[config.mk]
export PLATFORM = sky130hd
export DESIGN_NAME = fb_port_arbiter
export DESIGN_NICKNAME = d
export VERILOG_FILES = /design/src/rtl/fb_pkg.sv /design/src/rtl/fb_req_latch.sv /design/src/rtl/fb_port_arbiter.sv
export SDC_FILE = /design/constraint.sdc
export NUM_CORES = 1
export LEC_CHECK = 0
export CORE_MARGIN = 10
export CORE_UTILIZATION = 47
export CTS_BUF_LIST = sky130_fd_sc_hd__clkbuf_4
export DETAILED_ROUTE_END_ITERATION = 6
export PLACE_DENSITY = 0.85
export RECOVER_POWER = 50
export SLEW_MARGIN = 10
export SYNTH_ARGS = -nofsm -noshare
export SYNTH_HDL_FRONTEND = slang
export SYNTH_SLANG_ARGS = --single-unit
[constraint.sdc]
create_clock -name clk -period 1.6 [get_ports clk]
set_input_delay 0.32 -clock clk [delete_from_list [all_inputs] [get_ports clk]]
set_output_delay 0.32 -clock clk [all_outputs]
set_load 0.005 [all_outputs]
[src/rtl/fb_pkg.sv]
// Shared constants and enums for the framebuffer port arbiter.
package fb_pkg;

  localparam int X_W   = 9;
  localparam int Y_W   = 8;
  localparam int X_MAX = 319;
  localparam int Y_MAX = 199;

  typedef enum logic [1:0] {
    ST_IDLE,
    ST_ISSUE,
    ST_SKIP,
    ST_WAIT
  } fb_state_e;

  typedef enum logic {
    PORT_V,
    PORT_E
  } fb_port_e;

endpackage

[src/rtl/fb_req_latch.sv]
// Per-requester pending register: captures one access while idle, reports
// ready and flags pulses that arrive while an access is still outstanding.
module fb_req_latch #(
  parameter int XW = fb_pkg::X_W,
  parameter int YW = fb_pkg::Y_W
) (
  input  logic          clk,
  input  logic          rst_n,
  input  logic [XW-1:0] req_x,
  input  logic [YW-1:0] req_y,
  input  logic          req_read,
  input  logic          req_write,
  input  logic          req_in,
  input  logic          done,
  output logic          pending,
  output logic [XW-1:0] lat_x,
  output logic [YW-1:0] lat_y,
  output logic          lat_write,
  output logic          lat_in,
  output logic          rdy,
  output logic          ovf
);

  logic          pending_q, pending_d;
  logic [XW-1:0] x_q, x_d;
  logic [YW-1:0] y_q, y_d;
  logic          write_q, write_d;
  logic          in_q, in_d;
  logic          req_any;

  assign req_any = req_read | req_write;

  // done and a new capture are mutually exclusive: capture needs pending low
  always_comb begin
    pending_d = pending_q;
    x_d       = x_q;
    y_d       = y_q;
    write_d   = write_q;
    in_d      = in_q;
    if (done) begin
      pending_d = 1'b0;
    end
    if (req_any && !pending_q) begin
      pending_d = 1'b1;
      x_d       = req_x;
      y_d       = req_y;
      write_d   = req_write;
      in_d      = req_in;
    end
  end

  always_ff @(posedge clk or negedge rst_n) begin
    if (!rst_n) begin
      pending_q <= 1'b0;
      x_q       <= '0;
      y_q       <= '0;
      write_q   <= 1'b0;
      in_q      <= 1'b0;
    end else begin
      pending_q <= pending_d;
      x_q       <= x_d;
      y_q       <= y_d;
      write_q   <= write_d;
      in_q      <= in_d;
    end
  end

  assign pending   = pending_q;
  assign lat_x     = x_q;
  assign lat_y     = y_q;
  assign lat_write = write_q;
  assign lat_in    = in_q;
  assign rdy       = ~pending_q;
  assign ovf       = req_any & pending_q;

endmodule

[src/rtl/fb_port_arbiter.sv]
// Shares the framebuffer port between scanout (V, priority) and the blit
// engine (E), with a bounded V streak so E always makes progress.
module fb_port_arbiter #(
  parameter int X_W      = fb_pkg::X_W,
  parameter int Y_W      = fb_pkg::Y_W,
  parameter int V_STREAK = 4
) (
  input  logic           clk,
  input  logic           rst_n,
  input  logic [X_W-1:0] v_x,
  input  logic [Y_W-1:0] v_y,
  input  logic           v_read,
  output logic           v_rdy,
  output logic           v_out,
  input  logic [X_W-1:0] e_x,
  input  logic [Y_W-1:0] e_y,
  input  logic           e_read,
  input  logic           e_write,
  input  logic           e_in,
  output logic           e_rdy,
  output logic           e_out,
  output logic [X_W-1:0] m_x,
  output logic [Y_W-1:0] m_y,
  output logic           m_read,
  output logic           m_write,
  output logic           m_in,
  input  logic           m_out,
  input  logic           m_rdy,
  output logic           err_ovf
);

  import fb_pkg::*;

  localparam int             SW         = $clog2(V_STREAK + 1);
  localparam logic [SW-1:0]  STREAK_MAX = SW'(V_STREAK);

  logic           v_pend, v_lat_write, v_lat_in, v_ovf, v_done;
  logic [X_W-1:0] v_lat_x;
  logic [Y_W-1:0] v_lat_y;
  logic           e_pend, e_lat_write, e_lat_in, e_ovf, e_done;
  logic [X_W-1:0] e_lat_x;
  logic [Y_W-1:0] e_lat_y;

  fb_req_latch #(.XW(X_W), .YW(Y_W)) u_v_latch (
    .clk       (clk),
    .rst_n     (rst_n),
    .req_x     (v_x),
    .req_y     (v_y),
    .req_read  (v_read),
    .req_write (1'b0),
    .req_in    (1'b0),
    .done      (v_done),
    .pending   (v_pend),
    .lat_x     (v_lat_x),
    .lat_y     (v_lat_y),
    .lat_write (v_lat_write),
    .lat_in    (v_lat_in),
    .rdy       (v_rdy),
    .ovf       (v_ovf)
  );

  fb_req_latch #(.XW(X_W), .YW(Y_W)) u_e_latch (
    .clk       (clk),
    .rst_n     (rst_n),
    .req_x     (e_x),
    .req_y     (e_y),
    .req_read  (e_read),
    .req_write (e_write),
    .req_in    (e_in),
    .done      (e_done),
    .pending   (e_pend),
    .lat_x     (e_lat_x),
    .lat_y     (e_lat_y),
    .lat_write (e_lat_write),
    .lat_in    (e_lat_in),
    .rdy       (e_rdy),
    .ovf       (e_ovf)
  );

  fb_state_e      state_q, state_d;
  fb_port_e       win_q, win_d;
  logic [SW-1:0]  streak_q, streak_d;
  logic           settle_q, settle_d;
  logic           op_write_q, op_write_d;
  logic [X_W-1:0] m_x_q, m_x_d;
  logic [Y_W-1:0] m_y_q, m_y_d;
  logic           m_in_q, m_in_d;
  logic           m_read_q, m_read_d;
  logic           m_write_q, m_write_d;
  logic           v_out_q, v_out_d;
  logic           e_out_q, e_out_d;
  logic           err_ovf_q, err_ovf_d;
  logic           grant_v;
  logic           sel_write;

  // settle_q skips arbitration for the cycle in which a port's rdy rises, so a
  // requester re-pulsing on that rdy still competes in the next arbitration.
  always_comb begin
    state_d    = state_q;
    win_d      = win_q;
    streak_d   = streak_q;
    settle_d   = settle_q;
    op_write_d = op_write_q;
    m_x_d      = m_x_q;
    m_y_d      = m_y_q;
    m_in_d     = m_in_q;
    m_read_d   = 1'b0;
    m_write_d  = 1'b0;
    v_out_d    = v_out_q;
    e_out_d    = e_out_q;
    err_ovf_d  = err_ovf_q | v_ovf | e_ovf;
    v_done     = 1'b0;
    e_done     = 1'b0;
    grant_v    = v_pend && (!e_pend || (streak_q < STREAK_MAX));
    sel_write  = grant_v ? v_lat_write : e_lat_write;

    case (state_q)
      ST_IDLE: begin
        settle_d = 1'b0;
        if (!settle_q && (v_pend || e_pend)) begin
          win_d      = grant_v ? PORT_V : PORT_E;
          m_x_d      = grant_v ? v_lat_x : e_lat_x;
          m_y_d      = grant_v ? v_lat_y : e_lat_y;
          m_in_d     = grant_v ? v_lat_in : e_lat_in;
          op_write_d = sel_write;
          m_read_d   = !sel_write;
          m_write_d  = sel_write;
          // a V grant over a pending E only happens below the limit, so +1 saturates
          if (!grant_v) begin
            streak_d = '0;
          end else if (e_pend) begin
            streak_d = streak_q + 1'b1;
          end
          state_d = ST_ISSUE;
        end
      end
      ST_ISSUE: state_d = ST_SKIP;
      ST_SKIP:  state_d = ST_WAIT;
      ST_WAIT: begin
        if (m_rdy) begin
          if (win_q == PORT_V) begin
            v_done = 1'b1;
            if (!op_write_q) v_out_d = m_out;
          end else begin
            e_done = 1'b1;
            if (!op_write_q) e_out_d = m_out;
          end
          settle_d = 1'b1;
          state_d  = ST_IDLE;
        end
      end
      default: state_d = ST_IDLE;
    endcase
  end

  always_ff @(posedge clk or negedge rst_n) begin
    if (!rst_n) begin
      state_q    <= ST_IDLE;
      win_q      <= PORT_V;
      streak_q   <= '0;
      settle_q   <= 1'b0;
      op_write_q <= 1'b0;
      m_x_q      <= '0;
      m_y_q      <= '0;
      m_in_q     <= 1'b0;
      m_read_q   <= 1'b0;
      m_write_q  <= 1'b0;
      v_out_q    <= 1'b0;
      e_out_q    <= 1'b0;
      err_ovf_q  <= 1'b0;
    end else begin
      state_q    <= state_d;
      win_q      <= win_d;
      streak_q   <= streak_d;
      settle_q   <= settle_d;
      op_write_q <= op_write_d;
      m_x_q      <= m_x_d;
      m_y_q      <= m_y_d;
      m_in_q     <= m_in_d;
      m_read_q   <= m_read_d;
      m_write_q  <= m_write_d;
      v_out_q    <= v_out_d;
      e_out_q    <= e_out_d;
      err_ovf_q  <= err_ovf_d;
    end
  end

  assign m_x     = m_x_q;
  assign m_y     = m_y_q;
  assign m_in    = m_in_q;
  assign m_read  = m_read_q;
  assign m_write = m_write_q;
  assign v_out   = v_out_q;
  assign e_out   = e_out_q;
  assign err_ovf = err_ovf_q;

endmodule

# == Yosys cells after proc, flatten, opt, wreduce, memory -nomap -nowiden ==
# Index checks and enable logic that the tools add are counted.
# op_classes
n_addsub,1
magnitude_cmp,1
n_eq_ne,6
muxes,26
bitwise_logic,9
n_reduce_logical,20
# op_table
cell,count
$mux W1,18
$mux W9,1
$mux W8,1
$pmux W2 S4,1
$reduce_and A4 Y1,2
$mux W3,2
$reduce_and A2 Y1,3
$reduce_bool A2 Y1,3
$eq A2 B2 Y1 const B,2
$logic_and A1 B1 Y1,4
$logic_not A1 Y1,4
$mux W2,2
$ne A2 B2 Y1 const B,2
$not A1 Y1,4
$add A3 B1 Y3 const B,1
$lt A3 B3 Y1 const B,1
$or A1 B1 Y1,3
$reduce_and A3 Y1,1
$and A1 B1 Y1,2
$eq A2 B1 Y1 const B,1
$logic_not A2 Y1,1
$logic_or A1 B1 Y1,2
$ne A2 B1 Y1 const B,1
$pmux W1 S2,1
# word_totals
ff_bits,69
input_bits,42
out_inout_bits,25

# == Logic depth before layout (Yosys ltp) ==
# Gate-level depths: netlist (run 1).
# depth
depth_word,7
mapped_depth,5
depth_no_buf,5

# == Hierarchy ==
# From an unflattened synthesis (run 1), not the netlist that was laid out.
# hier_totals
hier_cells,206
area_unflattened_um2,3270.6
# modules_own_cells
mod,instances,cells_per_inst,area_per_inst_um2
fb_port_arbiter,1,110,1639.1
fb_req_latch,2,48,815.8

# == Least setup slack after synthesis (run 1) ==
# No wires, ideal clock.
# synth_path
path_kind,reg-to-reg
startpoint,register state_q[0]
endpoint,register m_x_q[0] (netlist: m_x[0])
setup_time_ps,125
t_arrival_ps,1445
required_time_ps,1475
setup_slack_ps,30
path_stages_with_launch,6
path_cell_list,dfrtp_1 inv_1 ha_1 o211a_1 buf_2 mux2_4
# synth_between
elab_chain_len,2
# synth_rtl
item,line_no,text
start: declaration,fb_port_arbiter.sv:80,"fb_state_e state_q, state_d;"
start signal: assignment,fb_port_arbiter.sv:172,state_q <= state_d;
$logic_not A2 Y1,fb_port_arbiter.sv:117,case (state_q)
$reduce_and A2 Y1 (no source line),-,
end signal: assignment,fb_port_arbiter.sv:177,m_x_q <= m_x_d;
end: declaration,fb_port_arbiter.sv:85,"logic [X_W-1:0] m_x_q, m_x_d;"
# Every way passes these cells.
# A chain may end at the register's enable or synchronous reset.

# == Worst setup path in the final report (run 1) ==
# layout_path
startpoint,register u_e_latch.pending_q (netlist: u_e_latch.pending)
endpoint,register m_x_q[5] (netlist: m_x[5])
# layout_between
elab_chain_len,4
word_cells_on_any_way,7
# layout_rtl
item,line_no,text
start: declaration,fb_req_latch.sv:24,"logic pending_q, pending_d;"
start signal: assignment,fb_req_latch.sv:60,pending_q <= pending_d;
$logic_not A1 Y1,fb_port_arbiter.sv:114,grant_v = v_pend && (!e_pend || (streak_q < STREAK_MAX));
$logic_or A1 B1 Y1,fb_port_arbiter.sv:114,
$logic_and A1 B1 Y1,fb_port_arbiter.sv:114,
$mux W9,fb_port_arbiter.sv:122,m_x_d = grant_v ? v_lat_x : e_lat_x;
# Several ways; a longest one is shown, not always the timed one.

==> results_dict.tcl, run 1 <==
set metrics [dict create \
    drive_gt1_frac 0.414 \
    relSlewSlack 0.388 \
    drc 0 \
    crit_family "multiplexers" \
    wl_um 6320 \
    drv_cap 0 \
    top_layer_used "met4" \
    cp_slowest_stage_delay_ns 0.40 \
    initial_utilization 0.479 \
    drt_first_iter_violations 53 \
    die_w_um 100 \
    portBuffers 66 \
    p_leak_uw 0.00188 \
    final-seq-area_sq_um 1730 \
    holdWs_ns 0.491 \
    grt_pass1_wl_um 10400 \
    avgSynthCellArea_sq_um 15.5 \
    final_net_count 336 \
    synth_flop_cell "dfrtp_1" \
    synth_seq_cells 69 \
    final-setup-viol-count 0 \
    ir_worst_vdd_v 0.000923 \
    cts_buffer_depth 2 \
    place_ws_ns -0.207 \
    wl_met2_um 3100 \
    ys_types 27 \
    met3_length_um 342 \
    arrival_ns 1.83 \
    start_kind "register" \
    cts_tree "built" \
    cts_inserted_buffers 9 \
    final_cells 372 \
    cts.clk_slew.worst_paths_ns 0.12 \
    synthCells 195 \
    synthArstFlopShare 1.00 \
    multi_input_area_sq_um 1240 \
    critPathRequiredTime_ns 1.89 \
    syn_nets 241 \
    track_usage 0.132 \
    htreeDepth 3 \
    grt_overflow 0 \
    yosysTopAreaCellShare 0.570 \
    hold_class "register to register" \
    yosysTopAreaCell "dfrtp_1" \
    endpoint_kind "register" \
    critPathSlowestCell "dfrtp_1" \
    ys_top_cells_by_area "dfrtp_1, mux2_2, mux2_4, ha_1, buf_2" \
    cts_sinks 69 \
    worst_slew_pin_slew_ns 0.918 \
    critical_path.cell_chain "buf_4 > a21bo_4 > mux2_4 > mux2_4" \
    drt-met1-wl_um 2770 \
    synth_edf_count 0 \
    hold_violations 0 \
    syn_to_final_growth_pct 34.1 \
    clock.fmax_mhz 647 \
    nFillCells 497 \
    placed_cells_incl_taps 342 \
    syn-cell-area_sq_um 3030 \
    num_io_pins 67 \
    run_status "completed" \
    routabilityCongestion 0.763 \
    antenna_found_initial 0 \
    firstDrtPassIters 2 \
    ctsRootBufferMaster "clkbuf_4" \
    core_area_sq_um 6310 \
    n_antenna_cell 0 \
    critPathKind "register to register" \
    wl_per_cell_um 17.0 \
    crit_path_frequent_cell "mux2_4" \
    crit_path_max_fanout 10 \
    rows 29 \
    fin_util 0.643 \
    dieArea_sq_um 10000 \
    setup_ws_ns 0.0537 \
    power.density_nw_per_um2 1990 \
    clk_latency_ns 0.40 \
    yosysSeqAreaShare 0.570 \
    critPathBufInv 1 \
    yosys_warnings 0 \
    dp_hpwl_um 4300 \
    avgViaCountPerCell 4.98 \
    fin_skew_ns 0.0159 \
    fin_crit_sh 0.966 \
    first_global_vias 2096 \
    vias 1854 \
    final_area_sq_um 4060 \
    rsz0062_at_grt "false" \
    grt_max_degree 70 \
    ant_nets 0 \
    min_period_ns 1.55 \
    post_dp_cell_area_sq_um 3850 \
    slew_viol_final 0 \
    die_h_um 100 \
]
[worst reg2reg max path: cells and delay by family (launching register included)]
| family | cells | cell delay, ns |
|---|---|---|
| buf+inv | 1 | 0.16 |
| flops | 1 | 0.40 |
| mux | 2 | 0.57 |
| compound gates | 1 | 0.29 |
[area by class of cell]
| class | count | share of cell area |
|---|---|---|
| Clock buffer | 10 | 0.0185 |
| Timing Repair Buffer | 91 | 0.204 |
| Tap cell | 77 | 0.0237 |
| Sequential cell | 69 | 0.426 |
| Multi-Input combinational cell | 112 | 0.306 |
| Clock inverter | 6 | 0.0157 |
| Inverter | 7 | 0.00648 |
[per-stage QoR]
stage               power [uW]  setup TNS [ns]
floorplan                 5620               0
global placement          6810           -2.51
detailed placement        6970           -3.73
CTS                       8140               0
global route              8650               0
finish                    8060               0
[logic make-up (layout without fill, tap and decap cells)]
| logic type | count (synthesis) | after routing | share of synthesized area |
|---|---|---|---|
| flops | 69 | 69 | 0.570 |
| buf+inv | 15 | 114 | 0.0289 |
| simple gates | 17 | 17 | 0.0285 |
| fa+ha+maj | 4 | 4 | 0.0165 |
| mux | 77 | 77 | 0.323 |
| compound gates | 13 | 14 | 0.0327 |
[layer usage]
layer,track usage,vias to the layer above
li1,-,876
met1,0.164,923
met2,0.204,48
met3,0.0357,7
met4,0.0717,0
met5,0,-
[Yosys cell counts, drive strengths merged (2+ instances only)]
cell,number
mux2,75
a21o,2
inv,7
a21oi,2
nand2,6
buf,8
nand3b,2
o21ai,4
mux2i,2
nor2,3
ha,4
dfrtp,69
[path summary, 6_finish.rpt]
check,start,end,slack (ns),depth (start not counted)
max,u_e_latch.pending,m_x[5],0.05,4
min,err_ovf,err_ovf,0.49,2
max reg2reg,u_e_latch.pending,m_x[5],0.05,4
min reg2reg,err_ovf,err_ovf,0.49,2
max in group asynchronous,rst_n,streak_q[2],0.32,3
min in group asynchronous,rst_n,v_out,0.68,3
[report_power, final]
part | switching, uW | internal [uW]
combinational | 1320 | 2560
sequential | 464 | 2610
clock | 614 | 491
total | 2400 | 5660
[cell usage in the layout, fill, tap and decap left out, drive strengths merged, types with 2 or more instances in the layout]
cell           synthesis  routed
a21oi                  2       2
clkdlybuf4s50          0      40
mux2i                  2       2
clkinv                 0       3
nand2                  6       6
clkdlybuf4s25          0       2
nand3b                 2       2
a21o                   2       2
a21bo                  1       2
dlygate4sd2            0      21
ha                     4       4
mux2                  75      75
clkinvlp               0       2
buf                    8      21
nor2                   3       3
inv                    7       7
dfrtp                 69      69
clkbuf                 0      16
o21ai                  4       4
[timing repair]
item	4_1_cts	5_1_grt
buffers inserted	10	2
cloned	1	0
resized for setup	26	7
setup endpoints to repair	26	17
hold endpoints to repair	69	0
hold buffers	1	0
[state kept, by name, summed over array words and instances (netlist names)]
signal               count
e_out                    1
err_ovf                  1
m_in                     1
m_read                   1
m_write                  1
m_x                      9
m_y                      8
op_write_q               1
settle_q                 1
state_q                  2
streak_q                 3
u_e_latch.lat_in         1
u_e_latch.lat_write      1
u_e_latch.lat_x          9
u_e_latch.lat_y          8
u_e_latch.pending        1
u_v_latch.lat_x          9
u_v_latch.lat_y          8
u_v_latch.pending        1
v_out                    1
win_q                    1
(Power assumes the default switching activity.)
==> run 2: changes to the inputs <==
--- a/config.mk
+++ b/config.mk
@@ -5,11 +5,13 @@
 export SDC_FILE = /design/constraint.sdc
 export NUM_CORES = 1
 export LEC_CHECK = 0
+export CELL_PAD_IN_SITES_DETAIL_PLACEMENT = 0
+export CELL_PAD_IN_SITES_GLOBAL_PLACEMENT = 1
 export CORE_MARGIN = 10
-export CORE_UTILIZATION = 47
+export CORE_UTILIZATION = 39
 export CTS_BUF_LIST = sky130_fd_sc_hd__clkbuf_4
 export DETAILED_ROUTE_END_ITERATION = 6
-export PLACE_DENSITY = 0.85
+export PLACE_DENSITY = 0.86
 export RECOVER_POWER = 50
 export SLEW_MARGIN = 10
 export SYNTH_ARGS = -nofsm -noshare
==> run 2 against run 1 <==
First-iteration DRC count is 13% higher. Combinational power increased by 6.2%. Hold slack got worse by 0.015 ns. Sequential power about the same. Critical path depth increased by 1. Critical path type unchanged. Cell count increased by 7.3%. Largest cell class unchanged. Final area grew 3.5%. Global-route usage shrank 1.6 points. Via count is the same. Clock power about the same. Largest power group unchanged.
==> results_dict.tcl, run 2 (synthesis gave the netlist of run 1 again) <==
set metrics [dict create \
    grt_overflow 0 \
    clock.fmax_mhz 641 \
    final_cell_mix "dfrtp_1, mux2_2, clkdlybuf4s50_1, mux2_4, dlygate4sd2_1" \
    crit_end "m_x[0]" \
    avgViaCountPerCell 4.65 \
    reg2reg_depth 5 \
    crit_family "multiplexers" \
    wl_per_cell_um 16.0 \
    die_w_um 108 \
    power.density_nw_per_um2 1970 \
    setup-tns-final_ns 0 \
    initial_utilization 0.396 \
    r2r_end "m_x[0]" \
    first_global_vias 2117 \
    rsz0062_at_grt "true" \
    die_h_um 108 \
    final-setup-viol-count 0 \
    placed_cells_incl_taps 365 \
    swShare 0.288 \
    cts_tree "built" \
    hold_violations 0 \
    worst_slew_pin_slew_ns 0.920 \
    fin_crit_sh 0.975 \
    critPathRequiredTime_ns 1.87 \
    setup_ws_ns 0.0393 \
    cp_slowest_stage_delay_ns 0.41 \
    grt_pass1_wl_um 10600 \
    critPathBufInv 2 \
    grt_max_degree 70 \
    place_ws_ns -0.0766 \
    ant_nets 0 \
    hold_class "register to register" \
    rr_startpoint "u_v_latch.pending" \
    final_common_cell "dfrtp_1" \
    worst-path-stages 5 \
    drc 0 \
    min_period_ns 1.56 \
    num_io_pins 67 \
    relSlewSlack 0.386 \
    final_cells 399 \
    p_seq_frac 0.372 \
    final_net_count 337 \
    critPathSlowestCell "dfrtp_1" \
    ctsRootBufferMaster "clkbuf_4" \
    run_status "completed" \
    portBuffers 66 \
    syn_to_final_growth_pct 38.7 \
    fin_skew_ns 0.0148 \
    dp_hpwl_um 4370 \
    cts.clk_slew.worst_paths_ns 0.10 \
    rows 32 \
    cts_sinks 69 \
    wl_um 6390 \
    clk_latency_ns 0.39 \
    p_clk_frac 0.130 \
    fin_util 0.549 \
    ir_worst_vdd_v 0.000742 \
    startpoint "u_v_latch.pending" \
    core_area_sq_um 7650 \
    cts_inserted_buffers 9 \
    antenna_found_initial 1 \
    slew_viol_final 0 \
    crit_path_max_fanout 8 \
    crit_path_frequent_cell "mux2_4" \
    p_leak_uw 0.00198 \
    critical_path.cell_chain "buf_6 > a21bo_4 > buf_12 > mux2_4 > mux2_4" \
    cts_buffer_depth 2 \
    nFillCells 668 \
    arrival_ns 1.83 \
    htreeDepth 3 \
    dieArea_sq_um 11700 \
    critPathKind "register to register" \
    rrSetupSlack_ns 0.04 \
    firstDrtPassIters 4 \
    vias 1854 \
    post_dp_cell_area_sq_um 3900 \
    start_kind "register" \
    p_sw_uw 2380 \
    track_usage 0.116 \
    drive_gt1_frac 0.422 \
    routabilityCongestion 0.678 \
    endpoint_kind "register" \
    p_int_uw 5880 \
    drv_cap 0 \
    comb_power_share 0.498 \
    final_area_sq_um 4200 \
    drt_first_iter_violations 60 \
]
[run 2: worst min-delay path by stage]
| stage | from | end | depth (start not counted) |
|---|---|---|---|
| finish | err_ovf | err_ovf | 2 |
| global route | e_x[4] | u_e_latch.lat_x[4] | 2 |
| global placement | rst_n | v_out | 2 |
| floorplan | rst_n | e_out | 0 |
| CTS | rst_n | u_e_latch.lat_x[6] | 3 |
| detailed placement | rst_n | err_ovf | 2 |
[run 2: routing by layer]
layer,global-route usage,up-vias,share of wire
li1,-,887,-
met5,0,-,0
met3,0.0303,6,0.034
met4,0.0553,0,0.014
met2,0.192,37,0.51
met1,0.138,924,0.44
[run 2: worst min-delay path: stages, from the launching register on]
cell	delay, ns
dfrtp_1	0.35
a21oi_1	0.04
nand2_1	0.06
[run 2: repair_timing]
| item | CTS | global route |
|---|---|---|
| setup buffers | 11 | 4 |
| resized for setup | 22 | 14 |
| endpoints found under the setup margin | 25 | 25 |
| endpoints found under the hold margin | 69 | 0 |
| hold buffers | 1 | 0 |
| gates cloned | 1 | 0 |
[run 2: final cells by class]
type,count,area [sq um],share of cell area
multi-input cells,112,1240,0.295
well taps,102,128,0.0304
clock inverters,5,51.3,0.0122
inverters,7,26.3,0.00626
clock buffers,11,82.6,0.0197
repair buffers,92,941,0.224
flip-flops and latches,69,1730,0.412
diodes,1,2.50,0.000596
[run 2: through the flow]
stage	total power (uW)	hold slack (ns)
floorplan	5620	0.0244
global placement	6830	0.375
detailed placement	6980	0.379
CTS	8310	0.453
global route	8900	0.498
finish	8260	0.475
[run 2: power by group through the flow]
| stage | Clock (uW) | Sequential, uW | Combinational (uW) |
|---|---|---|---|
| floorplan | 0 | 3040 | 2580 |
| global placement | 0 | 3080 | 3750 |
| detailed placement | 0 | 3120 | 3860 |
| CTS | 1130 | 3090 | 4090 |
| global route | 1210 | 3200 | 4490 |
| finish | 1070 | 3070 | 4120 |
